**config.mk**
```make
export PLATFORM = sky130hd
export DESIGN_NAME = bit_packer
export DESIGN_NICKNAME = d
export VERILOG_FILES = /design/src/rtl/bit_packer.sv
export SDC_FILE = /design/constraint.sdc
export NUM_CORES = 1
export LEC_CHECK = 0
export CORE_UTILIZATION = 35
export CTS_BUF_LIST = sky130_fd_sc_hd__clkbuf_16
export DETAILED_ROUTE_END_ITERATION = 10
export GPL_TIMING_DRIVEN = 0
export PLACE_DENSITY_LB_ADDON = 0.2
export SYNTH_ARGS = -nofsm -noshare
export SYNTH_HDL_FRONTEND = slang
export SYNTH_SLANG_ARGS = --single-unit
```
**constraint.sdc**
```tcl
create_clock -name clk -period 3.8 [get_ports clk]
set_input_delay 0.76 -clock clk [delete_from_list [all_inputs] [get_ports clk]]
set_output_delay 0.76 -clock clk [all_outputs]
set_load 0.1 [all_outputs]
```
**src/rtl/bit_packer.sv**
```systemverilog
// Packs 0..IN_W-bit fields into OUT_W-bit words (first bit at bit 0, or at OUT_W-1 when MSB_FIRST); in_last flushes a partial word.
// A word completed on accept is presented the next cycle; a pending word holds stable and blocks input until consumed.
module bit_packer #(
  parameter int IN_W      = 8,
  parameter int OUT_W     = 16,
  parameter bit MSB_FIRST = 1'b0
) (
  input  logic                       clk,
  input  logic                       rst,
  input  logic                       in_valid,
  output logic                       in_ready,
  input  logic [IN_W-1:0]            in_data,
  input  logic [$clog2(IN_W+1)-1:0]  in_len,
  input  logic                       in_last,
  output logic                       out_valid,
  input  logic                       out_ready,
  output logic [OUT_W-1:0]           out_data,
  output logic [$clog2(OUT_W+1)-1:0] out_nbits,
  output logic                       out_last
);
  localparam int LEN_W  = $clog2(IN_W + 1);
  localparam int NB_W   = $clog2(OUT_W + 1);
  localparam int ACC_W  = OUT_W + IN_W - 1;
  localparam int FILL_W = $clog2(ACC_W + 1);
  localparam logic [LEN_W-1:0]  LEN_MAX   = LEN_W'(IN_W);
  localparam logic [FILL_W-1:0] FILL_WORD = FILL_W'(OUT_W);

  // acc_q always holds the stream in arrival order: stream bit 0 sits at acc_q[0],
  // and every bit at or above fill_q is zero.
  logic [ACC_W-1:0]  acc_q, acc_d;
  logic [FILL_W-1:0] fill_q, fill_d;
  logic              flush_pend_q, flush_pend_d;

  logic [LEN_W-1:0]  len;
  logic [IN_W-1:0]   fld_mask;
  logic [IN_W-1:0]   fld_rev;
  logic [IN_W-1:0]   fld;
  logic [ACC_W-1:0]  fld_ext;
  logic [FILL_W-1:0] emit_n;
  logic [OUT_W-1:0]  word;
  logic              word_full;
  logic              accept;
  logic              emit;

  // Field alignment: MSB-first fields are bit-reversed so in_data[len-1] lands first.
  always_comb begin
    len      = (in_len > LEN_MAX) ? LEN_MAX : in_len;
    fld_mask = (IN_W'(1) << len) - IN_W'(1);
    for (int i = 0; i < IN_W; i++) begin
      fld_rev[i] = in_data[IN_W-1-i];
    end
    if (MSB_FIRST) begin
      fld = fld_rev >> (LEN_MAX - len);
    end else begin
      fld = in_data & fld_mask;
    end
    fld_ext = ACC_W'(fld);
  end

  always_comb begin
    word_full = (fill_q >= FILL_WORD);
    emit_n    = word_full ? FILL_WORD : fill_q;
    in_ready  = !word_full && !flush_pend_q;
    out_valid = word_full || (flush_pend_q && (fill_q != '0));
    word      = acc_q[OUT_W-1:0];
    out_data  = '0;
    out_nbits = '0;
    out_last  = 1'b0;
    if (out_valid) begin
      for (int p = 0; p < OUT_W; p++) begin
        out_data[p] = MSB_FIRST ? word[OUT_W-1-p] : word[p];
      end
      out_nbits = NB_W'(emit_n);
      out_last  = flush_pend_q && (fill_q <= FILL_WORD);
    end
  end

  always_comb begin
    accept       = in_valid && in_ready;
    emit         = out_valid && out_ready;
    acc_d        = acc_q;
    fill_d       = fill_q;
    flush_pend_d = flush_pend_q;
    if (accept) begin
      acc_d  = acc_q | (fld_ext << fill_q);
      fill_d = fill_q + FILL_W'(len);
      if (in_last) begin
        flush_pend_d = 1'b1;
      end
    end else if (emit) begin
      acc_d  = acc_q >> emit_n;
      fill_d = fill_q - emit_n;
      if (out_last) begin
        flush_pend_d = 1'b0;
      end
    end else if (flush_pend_q && (fill_q == '0)) begin
      // Packet ended exactly on a word boundary (or was empty): nothing to emit.
      flush_pend_d = 1'b0;
    end
  end

  always_ff @(posedge clk) begin
    if (rst) begin
      acc_q        <= '0;
      fill_q       <= '0;
      flush_pend_q <= 1'b0;
    end else begin
      acc_q        <= acc_d;
      fill_q       <= fill_d;
      flush_pend_q <= flush_pend_d;
    end
  end

endmodule

```
==> flow_summary.yaml, run 1 <==
synth:
  yosysTopAreaCellShare_pct: 16.6
  yosysSeqAreaShare_pct: 16.6
  ys.flop_type: "dfxtp_1"
  ys_ff_latch: 29
  ys_async_sr_fraction_pct: 0
  synthCells: 453
  synth_edf_count: 0
  syn_nets: 477
  synth_top_cells_by_area: "dfxtp_1 (17%), mux4_2 (7.1%), mux2i_1 (6.0%)"
  syn_area_per_cell_sq_um: 7.72
  yosysWarnings: 0
  synth_top_cell_by_area: "dfxtp_1"
  ys_types: 76
  syn_area_sq_um: 3500
critical_path:
  r2r_cells: 11
  crit_type: "reg -> out"
  cp.arrival_ns: 2.99
  worst_setup_path_end_kind: "output port"
  crit_slowest_cell: "clkdlybuf4s50_1"
  worst_setup_path_start_kind: "flop"
  cp_data_required_time_ns: 3.04
  r2r_end: "fill_q[4]$_SDFFE_PP0P_"
  crit_path_start: "fill_q[0]$_SDFFE_PP0P_"
  cp_max_fo: 10
  worst-r2r-setup-slack_ns: 0.68
  crit_chain: "o41a_1 > nor2_1 > clkbuf_1 > nor2b_1 > clkdlybuf4s50_1"
  slowest_delay_ns: 0.98
  rr_startpoint: "fill_q[1]$_SDFFE_PP0P_"
final_layout:
  layout-drive-gt1-share_pct: 10.4
  seq_area_sq_um: 581
  final_cell_area_sq_um: 4210
  final_common_cell: "nor2_1"
  multi_input_area_sq_um: 2690
  syn_to_final_growth_pct: 20.5
  fin_cells: 632
  mostFrequentLayoutCells: "nor2_1 (44), nand2_1 (39), clkdlybuf4s50_1 (34)"
  diodes: 0
  nFillCells: 1006
  nNetsFinal: 523
timing:
  finalHoldViolCount: 0
  drv_slew: 0
  layout_min_cycle_time_ns: 3.75
  fin_skew_ns: 0.00598
  worst-slew-pin-transition_ns: 0.978
  relSlewSlack_pct: 34.7
  setup_viol: 0
  period_share_pct: 98.7
  fmax_ghz: 0.267
  rsz0062_at_grt: "no"
die:
  initial_core_util_pct: 35.9
  die_x_microns: 102
  die_y_microns: 102
  coreArea_sq_um: 9730
  ios: 41
  rows: 36
  die-area_sq_um: 10400
global_route:
  grt_max_degree: 11
  grtUsageTotal_pct: 32.1
  gr-total-overflow: 0
  antenna_found_initial: 0
  grt_pass1_vias: 3927
  grt_pass1_wl_microns: 24200
detailed_routing:
  route.vias.total: 4262
  drtAntennaViolNets: 0
  detail_route.wirelength_microns: 16200
  wl_per_cell_microns: 25.6
  remaining_drc_errors: 0
  drtIter0Drc: 503
  dr.pass1.iters: 6
  via_per_inst: 6.74
clock_network:
  numCtsBuffers: 5
  cts_sinks: 29
  clk_pin_slew_ns: 0.05
  cts_root_buffer: "clkbuf_16"
  cts_resized: 2
  cts_tree: "built"
  clk_path_buf_depth: 2
  cts_htree_levels: 2
  cts_hold_buffers: 0
  cts_setup_buffers: 0
  clock_latency_ns: 0.28
power_and_ir_drop:
  power_leakage_nw: 1.48
  power_density_nw_per_um2: 724
  peakVddDrop_mv: 0.321
place:
  dp_cells: 625
  dp_hpwl_microns: 12100
  placement.io_buffers: 39
  routabilityCongestion: 0.984
  placed_cell_area_sq_um: 4050
worst_hold_path:
  holdPathEnd: "acc_q[1]$_SDFFE_PP0P_"
  min_path_type: "reg -> reg"
  min_from: "acc_q[1]$_SDFFE_PP0P_"
  hold_depth: 2
run:
  max-cap-violations: 0
run_status:
  outcome: "finished clean"
## area by class of cell
class	instances	share of cell area (%)
buffer	41	4.81
sequential	29	13.8
clock inverter	2	0.178
multi-input combinational	373	63.9
clock buffer	5	2.97
inverter	10	0.891
tap	133	3.95
timing repair buffer	39	9.56
## cell usage after synthesis, types with 9 or more instances
master / number
mux4_2: 11
nor3_1: 9
a31oi_1: 14
nand2_1: 39
clkbuf_1: 22
a22oi_1: 9
buf_2: 13
nor2b_1: 24
nor2_1: 44
dfxtp_1: 29
mux2i_1: 21
o21ai_0: 19
a21oi_1: 25
## state kept, by name (all words and copies together) (netlist names)
name / count
acc_q: 23
flush_pend_q: 1
fill_q: 5
## worst max-delay path: cells and delay by family, from the launching register on
kind	cells	cell delay, ns
flops	1	0.41
compound gates	1	0.47
buf+inv	2	1.39
simple gates	2	0.44
## cells by family after synthesis
logic type / count (synthesis) / synth area share, %
and+or+nand+nor: 171 / 25.7
xor gates and xnor gates: 7 / 1.75
AOI/OAI and AO/OA: 148 / 30.3
DFF: 29 / 16.6
buffers and inverters: 51 / 6.84
adders and majority gates: 8 / 3.01
muxes: 39 / 15.8
## per-layer routing
metal / vias up / global-route usage [%] / share of wire (%)
met1: 2020 / 44.4 / 41
met5: - / 0 / 0
met3: 57 / 6.09 / 11
met2: 354 / 48.3 / 44
met4: 0 / 14.7 / 4.0
li1: 1831 / - / -
## power by group
part	switching (mW)	internal (mW)	leakage (nW)	total, mW
logic	1.46	0.693	1.17	2.15
clock network	0.148	0.234	0.0685	0.382
registers	0.133	0.383	0.236	0.515
## how the worst max path moves through the flow
stage / slack [ns] / to
final: 0.05 / out_data[12]
after global routing: 0.006 / out_data[0]
after CTS: 0.007 / in_ready
after detailed placement: -0.32 / acc_q[9]$_SDFFE_PP0P_
after global placement: -0.31 / acc_q[9]$_SDFFE_PP0P_
after floorplan: 0.45 / acc_q[13]$_SDFFE_PP0P_
## stage by stage
stage,hold slack [ns],setup TNS (ns),setup WS [ns],power (mW),util [%]
floorplan,0.489,0,0.446,1.93,-
finish,0.540,0,0.0488,3.05,43.3
detailed placement,0.520,-1.43,-0.318,2.57,41.7
CTS,0.532,0,0.00732,2.96,43.1
global route,0.586,0,0.00603,3.17,43.3
global placement,0.517,-1.55,-0.313,2.59,41.7
No activity file was read; power rests on OpenSTA's default activity.
==> inputs of run 2 (changes only) <==
--- a/config.mk
+++ b/config.mk
@@ -9,6 +9,7 @@
 export CTS_BUF_LIST = sky130_fd_sc_hd__clkbuf_16
 export DETAILED_ROUTE_END_ITERATION = 10
 export GPL_TIMING_DRIVEN = 0
+export HOLD_SLACK_MARGIN = 0.15
 export PLACE_DENSITY_LB_ADDON = 0.2
 export SYNTH_ARGS = -nofsm -noshare
 export SYNTH_HDL_FRONTEND = slang
==> results of run 2 <==
Final layout, timing and power as in run 1 (identical DEF).
==> variant: new RTL, config.mk and constraints of run 2 <==
`MSB_FIRST`: 1'b0 -> 1'b1.
--- a/src/rtl/bit_packer.sv
+++ b/src/rtl/bit_packer.sv
@@ -5,3 +5,3 @@
   parameter int OUT_W     = 16,
-  parameter bit MSB_FIRST = 1'b0
+  parameter bit MSB_FIRST = 1'b1
 ) (
Function: changed (a bounded check fails within 4 cycles, from zero or initial values and one cycle with rst high).
==> variant against run 2 <==
  * Clock skew rose by 0.00099 ns
  * Global-route usage fell by 4.3 points
  * Sequential share of layout area fell by 0.60 points
  * Non-clock buffer count rose by 1
  * Final area rose by 4.5%
  * Synthesized cell count rose by 12%
  * Register-to-register slack got worse by 0.28 ns
  * Sequential cell count did not move
  * Critical path depth rose by 2
  * Setup slack improved by 0.075 ns
  * Power fell by 9.8%
  * Synthesized area rose by 5.5%
  * Routed wire length fell by 5.4%
  * Critical path type unchanged
==> variant: results (changes against run 2) <==
detailed_routing:
  dr_wl_met3_um: 1715  # was 1856 µm
  via_per_inst: 6.494  # was 6.744
  drt-total-wl_um: 15280  # was 16160 µm
  drt_first_pass_iters: 5  # was 6
  drtIter0Drc: 631  # was 503
  wl_met1_um: 6273  # was 6577 µm
timing:
  finClkSkew_ns: 0.006969  # was 0.005978 ns
  min_period_ns: 3.676  # was 3.751 ns
  fin_hold_ws_ns: 0.5909  # was 0.5403 ns
worst_setup_path:
  worstPathArrival_ns: 2.92  # was 2.99 ns
  cp_slowest_cell: "dlygate4sd2_1"  # was clkdlybuf4s50_1
logic_synthesis:
  synth_xor_area_share_pct: 0.7123  # was 1.754%
  synth-adder-area-share_pct: 2.239  # was 3.006%
  synthTopCellsByCount: "63 x nand2_1, 54 x nor2_1, 36 x mux2i_1"  # was 44 x nor2_1, 39 x nand2_1, 29 x dfxtp_1
  syn-num-nets: 530  # was 477
  ys_types: 73  # was 76
  synthMuxAreaShare_pct: 16.79  # was 15.78%
  synth-compound-area-share_pct: 30.12  # was 30.31%
placed_design:
  hpwlAfterDp_um: 11540  # was 12050 µm
  io_buffers: 37  # was 39
  place_ws_ns: 0.005579  # was -0.3182 ns
  place.gp.congestion: 1.006  # was 0.9843
  placed_area_mm2: 0.004232  # was 0.004053 mm²
power_and_ir_drop:
  cellInternalPower_w: 0.001312  # was 0.001309 W
  seq_cell_power_w: 0.000493  # was 0.000515 W
run_status:
  status: "finished clean"  # unchanged
hold_path:
  hold_end: "flush_pend_q$_SDFFE_PP0P_"  # was acc_q[1]$_SDFFE_PP0P_
cells_and_area:
  fin_nets: 574  # was 523
  drive_above_1_share_pct: 8.333  # was 10.42%
  n_fill_cell: 1092  # was 1006
global_routing:
  grt_pass1_vias: 4129  # was 3927
  use_met2_pct: 42.24  # was 48.34%
-- variant: worst reg2reg max path, delay by kind of cell, from the launching register on --
kind	cells	cell delay, ns
buf+inv	3	0.97
compound gates	5	0.79
fa+ha+maj	2	0.71
simple gates	4	0.55
flops	1	0.31
-- variant: final cells by class --
type                       count  area [µm²]  share of cell area, %
clock inverter                 3       65.06                  1.477
tap                          136       170.2                  3.864
timing repair buffer          37       344.1                  7.813
clock buffer                   5       125.1                  2.841
inverter                      17       63.81                  1.449
sequential                    29       580.6                  13.18
buffer                        44       226.5                  5.142
multi-input combinational    417        2829                  64.23
-- variant: through the flow --
step / util (%) / power, W / std cells
floorplan: - / 0.001672 / 507
global placement: 41.17 / 0.002168 / 680
detailed placement: 41.17 / 0.002160 / 680
CTS: 42.77 / 0.002675 / 688
global route: 42.85 / 0.002867 / 688
finish: 42.85 / 0.002748 / 688
